==> src/rtl/rota_pkg.sv <==
// Shared definitions for the serial rotator: FSM state encoding and default width.
package rota_pkg;

  localparam int ANCHO_DEF = 8;

  typedef enum logic [1:0] {
    REPOSO  = 2'd0,
    ROTANDO = 2'd1,
    LISTO   = 2'd2
  } estado_t;

endpackage

==> src/rtl/rota_inversa_serie_if.sv <==
// Handshake/data bundle of the serial rotator.
// Optional macro ROTA_DIRECCION_EN adds the Direccion request signal.
interface rota_inversa_serie_if #(
  parameter int ANCHO    = rota_pkg::ANCHO_DEF,
  parameter int CUENTA_W = $clog2(ANCHO)
);
  logic                Inicio;
  logic [ANCHO-1:0]    Entrada;
  logic [CUENTA_W-1:0] Cantidad;
`ifdef ROTA_DIRECCION_EN
  logic                Direccion;
`endif
  logic [ANCHO-1:0]    Salida;
  logic                Ocupado;
  logic                Listo;

`ifdef ROTA_DIRECCION_EN
  modport master (output Inicio, Entrada, Cantidad, Direccion,
                  input  Salida, Ocupado, Listo);
  modport slave  (input  Inicio, Entrada, Cantidad, Direccion,
                  output Salida, Ocupado, Listo);
`else
  modport master (output Inicio, Entrada, Cantidad,
                  input  Salida, Ocupado, Listo);
  modport slave  (input  Inicio, Entrada, Cantidad,
                  output Salida, Ocupado, Listo);
`endif
endinterface

==> src/rtl/rota_un_paso.sv <==
// One-position combinational rotation.
// Default: MSB wraps into LSB. With ROTA_DIRECCION_EN, direccion=1 rotates
// the other way (LSB wraps into MSB).
module rota_un_paso #(
  parameter int ANCHO = rota_pkg::ANCHO_DEF
) (
`ifdef ROTA_DIRECCION_EN
  input  logic             direccion,
`endif
  input  logic [ANCHO-1:0] dato,
  output logic [ANCHO-1:0] rotado
);

  // Select the rotated word for the requested direction.
  always_comb begin
    rotado = {dato[ANCHO-2:0], dato[ANCHO-1]};
`ifdef ROTA_DIRECCION_EN
    if (direccion) begin
      rotado = {dato[0], dato[ANCHO-1:1]};
    end else begin
      rotado = {dato[ANCHO-2:0], dato[ANCHO-1]};
    end
`endif
  end

endmodule

==> src/rtl/rota_inversa_serie.sv <==
// Serial rotator: captures Entrada/Cantidad on an accepted Inicio, rotates one
// position per cycle, then publishes the result on Salida with a Listo pulse.
// Optional macro ROTA_DIRECCION_EN enables the Direccion input.
module rota_inversa_serie
  import rota_pkg::*;
#(
  parameter int ANCHO    = ANCHO_DEF,
  parameter int CUENTA_W = $clog2(ANCHO)
) (
  input logic                  Reloj,
  input logic                  Reset_n,
  rota_inversa_serie_if.slave  bus
);

  estado_t             estado_r;
  estado_t             estado_s;
  logic                acepta_s;
  logic                ocupado_s;
  logic                listo_s;
  logic                ocupado_r;
  logic                listo_r;
  logic [ANCHO-1:0]    dato_r;
  logic [ANCHO-1:0]    rotado_s;
  logic [ANCHO-1:0]    salida_r;
  logic [CUENTA_W-1:0] restante_r;
`ifdef ROTA_DIRECCION_EN
  logic                direccion_r;
`endif

  rota_un_paso #(.ANCHO(ANCHO)) u_paso (
`ifdef ROTA_DIRECCION_EN
    .direccion (direccion_r),
`endif
    .dato      (dato_r),
    .rotado    (rotado_s)
  );

  // A start is taken only when not rotating (idle or the result cycle).
  always_comb begin
    acepta_s = bus.Inicio && ((estado_r == REPOSO) || (estado_r == LISTO));
  end

  // State register.
  always_ff @(posedge Reloj or negedge Reset_n) begin
    if (!Reset_n) begin
      estado_r <= REPOSO;
    end else begin
      estado_r <= estado_s;
    end
  end

  // Next-state logic.
  always_comb begin
    estado_s = estado_r;
    case (estado_r)
      REPOSO: begin
        if (bus.Inicio) estado_s = ROTANDO;
        else            estado_s = REPOSO;
      end
      ROTANDO: begin
        if (restante_r == {CUENTA_W{1'b0}}) estado_s = LISTO;
        else                                estado_s = ROTANDO;
      end
      LISTO: begin
        if (bus.Inicio) estado_s = ROTANDO;
        else            estado_s = REPOSO;
      end
      default: estado_s = REPOSO;
    endcase
  end

  // Status decode from the next state so the registered flags line up with it.
  always_comb begin
    ocupado_s = (estado_s == ROTANDO);
    listo_s   = (estado_s == LISTO);
  end

  // Registered status flags.
  always_ff @(posedge Reloj or negedge Reset_n) begin
    if (!Reset_n) begin
      ocupado_r <= 1'b0;
      listo_r   <= 1'b0;
    end else begin
      ocupado_r <= ocupado_s;
      listo_r   <= listo_s;
    end
  end

  // Operand capture, per-cycle rotation and result publication.
  always_ff @(posedge Reloj or negedge Reset_n) begin
    if (!Reset_n) begin
      dato_r      <= {ANCHO{1'b0}};
      restante_r  <= {CUENTA_W{1'b0}};
      salida_r    <= {ANCHO{1'b0}};
`ifdef ROTA_DIRECCION_EN
      direccion_r <= 1'b0;
`endif
    end else if (acepta_s) begin
      dato_r      <= bus.Entrada;
      restante_r  <= bus.Cantidad;
`ifdef ROTA_DIRECCION_EN
      direccion_r <= bus.Direccion;
`endif
    end else if (estado_r == ROTANDO) begin
      if (restante_r != {CUENTA_W{1'b0}}) begin
        dato_r     <= rotado_s;
        restante_r <= restante_r - CUENTA_W'(1);
      end else begin
        // Final cycle: Dato holds still and becomes the visible result.
        salida_r   <= dato_r;
      end
    end
  end

  assign bus.Salida  = salida_r;
  assign bus.Ocupado = ocupado_r;
  assign bus.Listo   = listo_r;

endmodule

==> src/flat_wrapper.sv <==
// flat-port wrapper written by rule: the top's interface ports become plain ports
module rota_inversa_serie_flat import rota_pkg::*;
#(
  parameter int ANCHO    = ANCHO_DEF,
  parameter int CUENTA_W = $clog2(ANCHO)
)
  (Reloj, Reset_n, bus_Inicio, bus_Entrada, bus_Cantidad, bus_Salida, bus_Ocupado, bus_Listo);
  rota_inversa_serie_if #(.ANCHO(ANCHO), .CUENTA_W(CUENTA_W)) bus_i ();
  input logic Reloj;
  input logic Reset_n;
  input wire logic [$bits(bus_i.Inicio)-1:0] bus_Inicio;
  input wire logic [$bits(bus_i.Entrada)-1:0] bus_Entrada;
  input wire logic [$bits(bus_i.Cantidad)-1:0] bus_Cantidad;
  output wire logic [$bits(bus_i.Salida)-1:0] bus_Salida;
  output wire logic [$bits(bus_i.Ocupado)-1:0] bus_Ocupado;
  output wire logic [$bits(bus_i.Listo)-1:0] bus_Listo;
  assign bus_i.Inicio = bus_Inicio;
  assign bus_i.Entrada = bus_Entrada;
  assign bus_i.Cantidad = bus_Cantidad;
  assign bus_Salida = bus_i.Salida;
  assign bus_Ocupado = bus_i.Ocupado;
  assign bus_Listo = bus_i.Listo;
  rota_inversa_serie #(.ANCHO(ANCHO), .CUENTA_W(CUENTA_W)) u_core (.Reloj(Reloj), .Reset_n(Reset_n), .bus(bus_i));
endmodule
==> config.mk <==
export PLATFORM = sky130hd
export DESIGN_NAME = rota_inversa_serie_flat
export DESIGN_NICKNAME = d
export VERILOG_FILES = /design/src/rtl/rota_pkg.sv /design/src/rtl/rota_inversa_serie_if.sv /design/src/rtl/rota_un_paso.sv /design/src/rtl/rota_inversa_serie.sv /design/src/flat_wrapper.sv
export SDC_FILE = /design/constraint.sdc
export NUM_CORES = 1
export LEC_CHECK = 0
export ABC_CLOCK_PERIOD_IN_PS = 1600
export CAP_MARGIN = 40
export CORE_MARGIN = 3
export CORE_UTILIZATION = 43
export CTS_CLUSTER_SIZE = 8
export DETAILED_ROUTE_END_ITERATION = 10
export GPL_TIMING_DRIVEN = 0
export PLACE_DENSITY = 0.72
export SYNTH_ARGS = -nofsm -noshare
export SYNTH_HDL_FRONTEND = slang
export SYNTH_HIERARCHICAL = 1
export SYNTH_SLANG_ARGS = --single-unit
==> constraint.sdc <==
create_clock -name Reloj -period 1.6 [get_ports Reloj]
set_input_delay 0.16 -clock Reloj [delete_from_list [all_inputs] [get_ports Reloj]]
set_output_delay 0.16 -clock Reloj [all_outputs]
set_load 0.005 [all_outputs]
==> impl_metrics.csv <==
group,metric,value,unit
status,status,"finished, final reports clean",
sta,setup_viol,0,
drt,first_pass_iters,2,
floorplanning,design.core.area,2500,µm²
sta,fmax,0.6306,GHz
placement,gp_congestion,0.6791,
yosys,syn_nets,98,
drt,wire_per_inst,14.50,µm
final_layout,syn_to_final_growth,40.37,%
sta,slew_headroom,70.34,%
yosys,ys_seq_area_share,50.05,%
drt,vias,719,
final_layout,layout_common_cells,"clkdlybuf4s50_1, dfrtp_1, mux2_4",
sta,worstMarginPinSlew,0.4435,ns
final_layout,drive_gt1_share,47.46,%
clock_network,tritoncts,"yes",
pwr,cellLeakagePower,0.0007484,µW
setup_path,cp_slowest_stage_delay,0.42,ns
setup_path,crit_buf_inv,2,
setup_path,critPathMaxFanout,6,
setup_path,crit_top_cell,"nor2b_4",
final_layout,final_util,64.56,%
clock_network,cts-root-buf,"clkbuf_4",
floorplanning,ios,24,
setup_path,worstSetupPathType,"flip-flop to flip-flop",
drt,dr.first_iter.drc_count,8,
yosys,syn_area_per_cell,14.02,µm²
setup_path,crit_slowest_cell,"dfrtp_1",
clock_network,cts.sinks,23,
final_layout,finalInstanceArea,1614,µm²
yosys,synth_cells,82,
floorplanning,die_w,57.71,µm
floorplanning,dieArea,3330,µm²
clock_network,cts_buffer_depth,2,
final_layout,instances_no_fill,148,
floorplanning,die_y,57.71,µm
yosys,synth_top_area_share,50.05,%
clock_network,htreeDepth,1,
final_layout,nets,135,
setup_path,crit_path_end,"u_core/bus.Salida[2]",
setup_path,cp.depth,6,
floorplanning,start_util,46.00,%
placement,placedCellCount,136,
final_layout,diodes,0,
sta,hold_viol_final,0,
setup_path,end_kind,"flip-flop",
clock_network,cts_buffers,3,
job,maxCapViolCount,0,
setup_path,r2r_start,"u_core/restante_r[0]",
yosys,yosys.area.top_type,"dfrtp_1",
pwr,vdd_drop_max,1.264,mV
drt,via_per_inst,4.858,
yosys,synth_warnings,6,
setup_path,cp-start-kind,"flip-flop",
drt,postRouteAntennaNets,0,
global_route,grt_pass1_wl,3615,µm
sta,maxSlewViolCount,0,
setup_path,worstPathArrival,1.78,ns
min_path,min_path_type,"input pin to asynchronous set/reset pin",
global_route,grt_pass1_vias,798,
sta,fin_crit,1.586,ns
drt,drt_wl_total,2146,µm
global_route,grt_usage,13.88,%
clock_network,path_clk_slew,0.12,ns
floorplanning,rows,18,
sta,rsz0062_at_grt,"true",
placement,io_buffers,23,
setup_path,r2r_slack,0.01,ns
setup_path,r2r_cells,6,
placement,dp.final_hpwl,1362,µm
global_route,antenna_found_initial,0,
sta,finClkSkew,0.002077,ns
clock_network,hold_buffers,0,
setup_path,reg2reg_to,"u_core/bus.Salida[2]",
yosys,synthTopCellsByArea,"dfrtp_1, mux2_2, mux2_4",
yosys,netlist_area,1150,µm²
pwr,power_density,1987,nW/µm²
global_route,grt_overflow,0,
setup_path,path_cells,"inv_2 -> ha_4 -> nor2b_4 -> nor2b_4 -> buf_6 -> mux2_4",
yosys,ys_ff_latch,23,
sta,finalCritPeriodShare,99.11,%
setup_path,critPathLaunch,"u_core/restante_r[0]",
setup_path,crit_required,1.80,ns
clock_network,insertion_delay,0.30,ns
yosys,yosysUniqueCellTypes,21,
drt,drc,0,
setup_path,cp_top_family,"flip-flops",
global_route,grt_max_degree,18,
placement,postPlaceCellArea,1445,µm²
per-stage QoR:
step           setup TNS [ns]  setup WS, ns  total power (µW)  hold slack, ns
2_1_floorplan               0       0.03782              2092         -0.1356
3_3_place_gp           -1.391       -0.1084              2509          0.4922
3_5_place_dp           -1.764       -0.1316              2554          0.4902
4_1_cts                     0       0.01151              2985          0.1464
5_1_grt               -0.6196      -0.08441              3462          0.1514
6_report                    0       0.01429              3208          0.1547
worst min-delay path by stage:
stage,cells past startpoint,endpoint,slack [ns],startpoint
global route,1,u_core/restante_r[2],0.15,Reset_n
CTS,1,u_core/restante_r[2],0.15,Reset_n
finish,1,u_core/restante_r[2],0.15,Reset_n
detailed placement,1,u_core/restante_r[2],0.49,Reset_n
floorplan,0,u_core/bus.Listo,-0.14,Reset_n
global placement,1,u_core/bus.Salida[7],0.49,u_core/bus.Salida[7]
state kept, by name (all words and copies together) (netlist names):
register / flops
u_core/dato_r: 8
u_core/bus.Salida: 8
u_core/bus.Ocupado: 1
u_core/bus.Listo: 1
u_core/restante_r: 3
u_core/estado_r: 2
metal layers:
layer  part of all wire (%)  up-vias  global-route usage [%]
met1                     45      356                   17.60
met3                    4.0        0                   2.450
met5                      0        -                       0
li1                       -      348                       -
met4                      0        0                   5.298
met2                     51       15                   23.55
repair_timing:
item / 4_1_cts / 5_1_grt
pin swaps: 0 / 2
setup buffers: 4 / 3
setup endpoints to repair: 16 / 16
gates cloned: 1 / 0
gates resized for setup: 10 / 12
endpoints found under the hold margin: 0 / 0
power by group:
group	switching (µW)	total (µW)	leakage (µW)	internal [µW]
registers	210	1080	0.000277	875
logic	578	1860	0.000457	1280
clock network	165	262	0.0000150	97.0
cell families (layout without fill, tap and decap cells):
group / Yosys count / after routing / share of synthesized area, %
and+or+nand+nor: 10 / 10 / 6.855
muxes: 27 / 27 / 28.73
buffers and inverters: 13 / 49 / 7.617
adders and majority gates: 2 / 2 / 2.176
AOI/OAI and AO/OA: 7 / 7 / 4.570
DFF: 23 / 23 / 50.05
cell type report:
class	count	area (µm²)
Buffer	10	82.58
Clock buffer	4	26.28
Fill cell	185	885.9
Inverter	3	11.26
Multi-Input combinational cell	46	546.8
Sequential cell	23	575.6
Tap cell	30	37.54
Timing Repair Buffer	32	334.1
synthesized netlist by cell type:
master,number
dfrtp_1,23
mux2_2,16
buf_4,8
mux2_4,8
nor2b_1,4
inv_1,3
mux2i_1,3
a211oi_1,2
ha_1,2
o21ai_0,2
a21oi_1,1
a31oi_1,1
and2b_1,1
buf_2,1
buf_6,1
nand2b_2,1
nand2b_4,1
nor2_1,1
nor2b_4,1
o21ai_4,1
or3_1,1
Power figures use the tool's default switching activity.
==> patch 1 (same settings) <==
Re-encode `estado_t` (3 values) as one-hot, 3 bits wide.
--- a/src/rtl/rota_pkg.sv
+++ b/src/rtl/rota_pkg.sv
@@ -5,6 +5,6 @@
 
-  typedef enum logic [1:0] {
-    REPOSO  = 2'd0,
-    ROTANDO = 2'd1,
-    LISTO   = 2'd2
+  typedef enum logic [2:0] {
+    REPOSO  = 3'b001,
+    ROTANDO = 3'b010,
+    LISTO   = 3'b100
   } estado_t;
Function: same outputs for any inputs over 10 cycles, from zero or initial values and one cycle with Reset_n low; not proved beyond that.
==> patch 1 against the unedited design <==
- routed wire length up 27%
- design area decreased by 5.3%
- clock skew up 0.61 ps
- worst setup slack worse by 6.2 ps
- first-iteration DRC count rose by 75%
- critical path depth is the same
- area after synthesis fell by 0.54%
- non-clock buffer count unchanged
- total power decreased by 20%
- die area is 0.48% lower
- core utilization fell by 3.4 points
- sequential cell count grew 1
- highest routed layer is now met4
==> patch 1: results (changes against the unedited design) <==
| Item | Value | Unit | Delta |
|---|---|---|---|
| Result of the run | complete, no violations | - | unchanged |
| Maximum number of pins on one net before global-route repair | 17 | - | was 18 |
| Portion of the post-synthesis area used by sequential elements | 52.63 | % | was 50.05% |
| Number of antenna diodes | 0 | - | unchanged |
| Number of ordinary and repair buffers in the finished layout | 42 | - | unchanged |
| Setup slack at placement | -93.91 | ps | was -131.6 ps |
| Top post-synthesis cells by count | dfrtp_1 (23), a31oi_1 (10), nand3_1 (10), nor3_1 (10), o21ai_0 (10) | - | was dfrtp_1 (23), mux2_2 (16), buf_4 (8), mux2_4 (8), nor2b_1 (4) |
| Sequential portion of the cell area | 39.36 | % | was 35.66% |
| Fmax | 628.2 | MHz | was 630.6 MHz |
| Final non-clock buffer share | 25.78 | % | was 25.81% |
| Max stage delay on crit path | 400 | ps | was 420 ps |
| Slew at the pin closest to its max-slew limit | 514.8 | ps | was 443.5 ps |
| Post-Syn Area per Cell | 10.59 | um2 | was 14.02 um2 |
| Dpl hpwl | 1.763 | mm | was 1.362 mm |
| Final wirelength | 2.715 | mm | was 2.146 mm |
| Multi-input combinational cell area | 457.9 | um2 | was 546.8 um2 |
| XOR/XNOR share of the synthesized area | 0.7659 | % | was 0% |
| Fraction of power spent switching nets | 35.07 | % | was 29.69% |
| Dominant cells by area after synthesis | dfrtp_1 (50%), mux2_1 (7.9%), a31oi_1 (5.5%) | - | was dfrtp_1 (50%), mux2_2 (16%), mux2_4 (10%) |
| Fill cell count | 214 | - | was 185 |
| Area overhead of the layout relative to synthesis | 33.70 | % | was 40.37% |
| Pre-antenna DRT Iters | 4 | - | was 2 |
| Initial DRC Count | 14 | - | was 8 |
| Last weighted congestion value of the routability-driven placer | 0.7955 | - | was 0.6791 |
| Final nets | 156 | - | was 135 |
| Number of flip-flops and latches in the synthesized netlist | 24 | - | was 23 |
| Synthesized Nets | 124 | - | was 98 |
| Compound-cell area share of the yosys netlist | 11.93 | % | was 4.570% |
| Wire length of the first global-routing pass | 4.498 | mm | was 3.615 mm |
| Largest fanout on the critical path | 7 | - | was 6 |
| Setup Skew | 2.684 | ps | was 2.077 ps |
| Post-synthesis cell type count | 25 | - | was 21 |
| Proportion of synthesized area in mux cells | 7.877 | % | was 28.73% |
| Number of global-route vias before repair | 968 | - | was 798 |
| Adder and majority cell fraction of the synthesized area | 2.188 | % | was 2.176% |
| Placed Instance Area | 0.001439 | mm2 | was 0.001445 mm2 |
| Clock distribution area overhead in the final layout | 1.718 | % | was 1.628% |
| Fraction of final layout cells sized beyond drive strength 1 | 20.14 | % | was 47.46% |
| Reg-to-reg critical path endpoint | u_core/bus.Salida[0]$_DFFE_PN0P_ | - | was u_core/bus.Salida[2]$_DFFE_PN0P_ |
| Count of multi-input gates | 66 | - | was 46 |
| Power Combinational | 0.00122 | W | was 0.00186 W |
| Static leakage | 0.6265 | nW | was 0.7484 nW |
| Proportion of power drawn by the clock network | 10.6 | % | was 8.2% |
==> patch 1: cell types whose count changed in the layout (fill, tap and decap cells not counted), moves of 7 or more <==
cell,unedited run,this run
nand3_1,0,10
a31oi_1,1,10
mux2_4,16,1
mux2_2,8,0
mux2_1,0,7
nor3_1,0,10
o21ai_0,2,10
==> patch 1: layer usage <==
layer | wire length, um | GRT usage, % | part of all wire (%) | up-vias
li1 | - | - | - | 443
met1 | 1254 | 23.30 | 46 | 464
met2 | 1316 | 29.35 | 48 | 25
met3 | 114 | 2.489 | 4.2 | 4
met4 | 29 | 6.954 | 1.1 | 0
met5 | 0 | 0 | 0 | -
==> patch 1: per-stage QoR <==
step,std cells,hold slack [ps],power [W]
after floorplan,108,-135.6,0.001749
after global placement,161,466.4,0.002153
after detailed placement,162,474.0,0.002202
after CTS,170,179.4,0.002520
after global routing,169,183.6,0.002766
final,169,176.3,0.002560
==> patch 2 (same settings) <==
Without the edit above. Set the package constant `ANCHO_DEF` to 32 (it was 8).
--- a/src/rtl/rota_pkg.sv
+++ b/src/rtl/rota_pkg.sv
@@ -3,3 +3,3 @@
 
-  localparam int ANCHO_DEF = 8;
+  localparam int ANCHO_DEF = 32;
 
Ports: changed (resized bus_Cantidad, bus_Entrada and bus_Salida); port bits go from 24 to 74. No check against the original RTL was run, so the function may have changed too.
==> patch 2 against the unedited design <==
- the flow now finishes with violations (setup timing)
- via count grew to 3.7 times the old value
- worst setup slack worse by 110 ps
- critical endpoint is now u_core/dato_r[8]$_DFFE_PN0P_
- total power grew to 3.1 times the old value
- design area grew to 3.1 times the old value
- core utilization is 0.69 points lower
- count of clock-buffer cells in the layout is 6 higher
- sequential cell count is 50 higher
- area after synthesis grew to 3.1 times the old value
- routed wire length grew to 3.9 times the old value
- critical path depth is 1 higher
==> patch 2: results (changes against the unedited design) <==
| Item | Value | Unit | Delta |
|---|---|---|---|
| Primary FF master, synth | dfrtp_1 | - | unchanged |
| Number of buffers added by the clock tree synthesis step | 9 | - | was 3 |
| Wire length of the first global-routing pass | 13.59 | mm | was 3.615 mm |
| Post-Route Setup TNS | -3332 | ps | was 0 ps |
| Clk buf depth | 2 | - | unchanged |
| Worst voltage drop across the vdd grid | 827.5 | uV | was 1264 uV |
| Clock slew at reported path FFs | 80 | ps | was 120 ps |
| Worst endpoint data arrival time | 1920 | ps | was 1780 ps |
| Htree depth | 3 | - | was 1 |
| Max stage delay on crit path | 470 | ps | was 420 ps |
| Last weighted congestion value of the routability-driven placer | 0.7814 | - | was 0.6791 |
| Pre-antenna DRT Iters | 4 | - | was 2 |
| Final setup slack of the worst path | -95.22 | ps | was 14.29 ps |
| Synthesized Nets | 364 | - | was 98 |
| Static leakage | 2.244 | nW | was 0.7484 nW |
| Result of the run | finished with violations | - | was complete, no violations |
| Initial DRC Count | 107 | - | was 8 |
| Setup slack at placement | -370.0 | ps | was -131.6 ps |
| Proportion of synthesized flip-flops having asynchronous set or reset | 100.0 | % | unchanged |
| Maximum number of pins on one net before global-route repair | 65 | - | was 18 |
| Largest fanout on the critical path | 9 | - | was 6 |
| Setup Skew | 8.869 | ps | was 2.077 ps |
| Dpl hpwl | 5.510 | mm | was 1.362 mm |
| Number of antenna violations at the first check in global routing | 0 | - | unchanged |
| Final nets | 462 | - | was 135 |
| Crit path max-delay family | simple AND/OR/NAND/NOR gates | - | was flip-flops |
| Hold Path Class | in2async | - | unchanged |
| Final-report setup violation count | 57 | - | was 0 |
| # port buffers | 73 | - | was 23 |
| Overall global routing resource usage | 19.06 | % | was 13.88% |
| Total number of vias | 2,656 | - | was 719 |
| Fraction of final layout cells sized beyond drive strength 1 | 35.68 | % | was 47.46% |
| Portion of the post-synthesis area used by sequential elements | 51.88 | % | was 50.05% |
| Failing checks | setup timing | - |  |
| Insertion delay to the later sink of the worst-skew pair | 340 | ps | was 300 ps |
| Top post-synthesis cells by count | dfrtp_1 (73), nand2_1 (68), buf_4 (32), nand3_1 (32), o211ai_1 (32) | - | was dfrtp_1 (23), mux2_2 (16), buf_4 (8), mux2_4 (8), nor2b_1 (4) |
| Slowest cell on the critical path | or4b_4 | - | was dfrtp_1 |
| Post-synthesis cell type count | 30 | - | was 21 |
| Final wirelength | 8.454 | mm | was 2.146 mm |
| Number of global-route vias before repair | 2,800 | - | was 798 |
| Slew at the pin closest to its max-slew limit | 447.2 | ps | was 443.5 ps |
| Fill cell count | 632 | - | was 185 |
| Clock root buffer master | clkbuf_8 | - | was clkbuf_4 |
| Yosys warns | 6 | - | unchanged |
| Number of antenna diodes | 0 | - | unchanged |
| Dominant cells by area after synthesis | dfrtp_1 (52%), mux2_4 (8.1%), nand2_1 (7.2%) | - | was dfrtp_1 (50%), mux2_2 (16%), mux2_4 (10%) |
| Placed Instance Area | 0.004412 | mm2 | was 0.001445 mm2 |
[patch 2: layer usage]
metal | part of all wire, % | vias to the layer above | track usage, %
met5 | 0 | - | 0
met4 | 2.0 | 0 | 8.879
met3 | 4.8 | 16 | 3.563
met2 | 48 | 74 | 29.48
met1 | 45 | 1282 | 25.92
li1 | - | 1284 | -
[patch 2: where the power goes]
| part | leakage (nW) | total, W | switching [W] | internal (W) |
|---|---|---|---|---|
| registers | 0.898 | 0.00343 | 0.000680 | 0.00275 |
| clock network | 0.102 | 0.00144 | 0.000685 | 0.000752 |
| logic | 1.24 | 0.00499 | 0.00201 | 0.00298 |
[patch 2: path summary, 6_finish.rpt]
path                                                   start                                 to  slack (ps)  cells past startpoint
min reg2reg                u_core/bus.Salida[27]$_DFFE_PN0P_  u_core/bus.Salida[27]$_DFFE_PN0P_         510                      1
min                                                  Reset_n      u_core/dato_r[21]$_DFFE_PN0P_         200                      2
max in group asynchronous                            Reset_n   u_core/restante_r[3]$_DFFE_PN0P_         840                      3
min in group Reloj                            bus_Entrada[9]       u_core/dato_r[9]$_DFFE_PN0P_         380                      3
max                         u_core/restante_r[1]$_DFFE_PN0P_       u_core/dato_r[8]$_DFFE_PN0P_        -100                      7
max reg2reg                 u_core/restante_r[1]$_DFFE_PN0P_       u_core/dato_r[8]$_DFFE_PN0P_        -100                      7
[patch 2: logic make-up (layout without fill, tap and decap cells)]
kind of cell	count (synthesis)	in the layout	synth area share (%)
AOI/OAI and AO/OA	39	39	8.209
adders and majority gates	1	1	0.3553
buffers and inverters	58	161	11.51
DFF	73	73	51.88
muxes	33	33	12.54
and+or+nand+nor	119	119	15.49
[patch 2: final cells by class]
| type | count | area (um2) | area share [%] |
|---|---|---|---|
| inverters | 5 | 31.28 | 0.6241 |
| clock buffers | 10 | 137.6 | 2.746 |
| multi-input cells | 192 | 1484 | 29.61 |
| plain buffers | 53 | 429.2 | 8.562 |
| flip-flops and latches | 73 | 1827 | 36.45 |
| repair buffers | 87 | 918.4 | 18.32 |
| well taps | 102 | 127.6 | 2.546 |
| clock inverters | 6 | 57.56 | 1.148 |
[patch 2: metrics by stage]
step,hold slack [ps],instances
after CTS,174.9,525
after detailed placement,6.840,499
after floorplan,-135.6,323
after global routing,226.1,528
final,197.8,528
after global placement,489.2,498
[patch 2: timing repair]
| item | CTS | global route |
|---|---|---|
| pin swaps | 36 | 8 |
| hold endpoints to repair | 73 | 0 |
| gates cloned | 2 | 2 |
| buffers inserted | 7 | 1 |
| hold buffers | 1 | 0 |
| resized for setup | 41 | 32 |
| setup endpoints to repair | 69 | 68 |
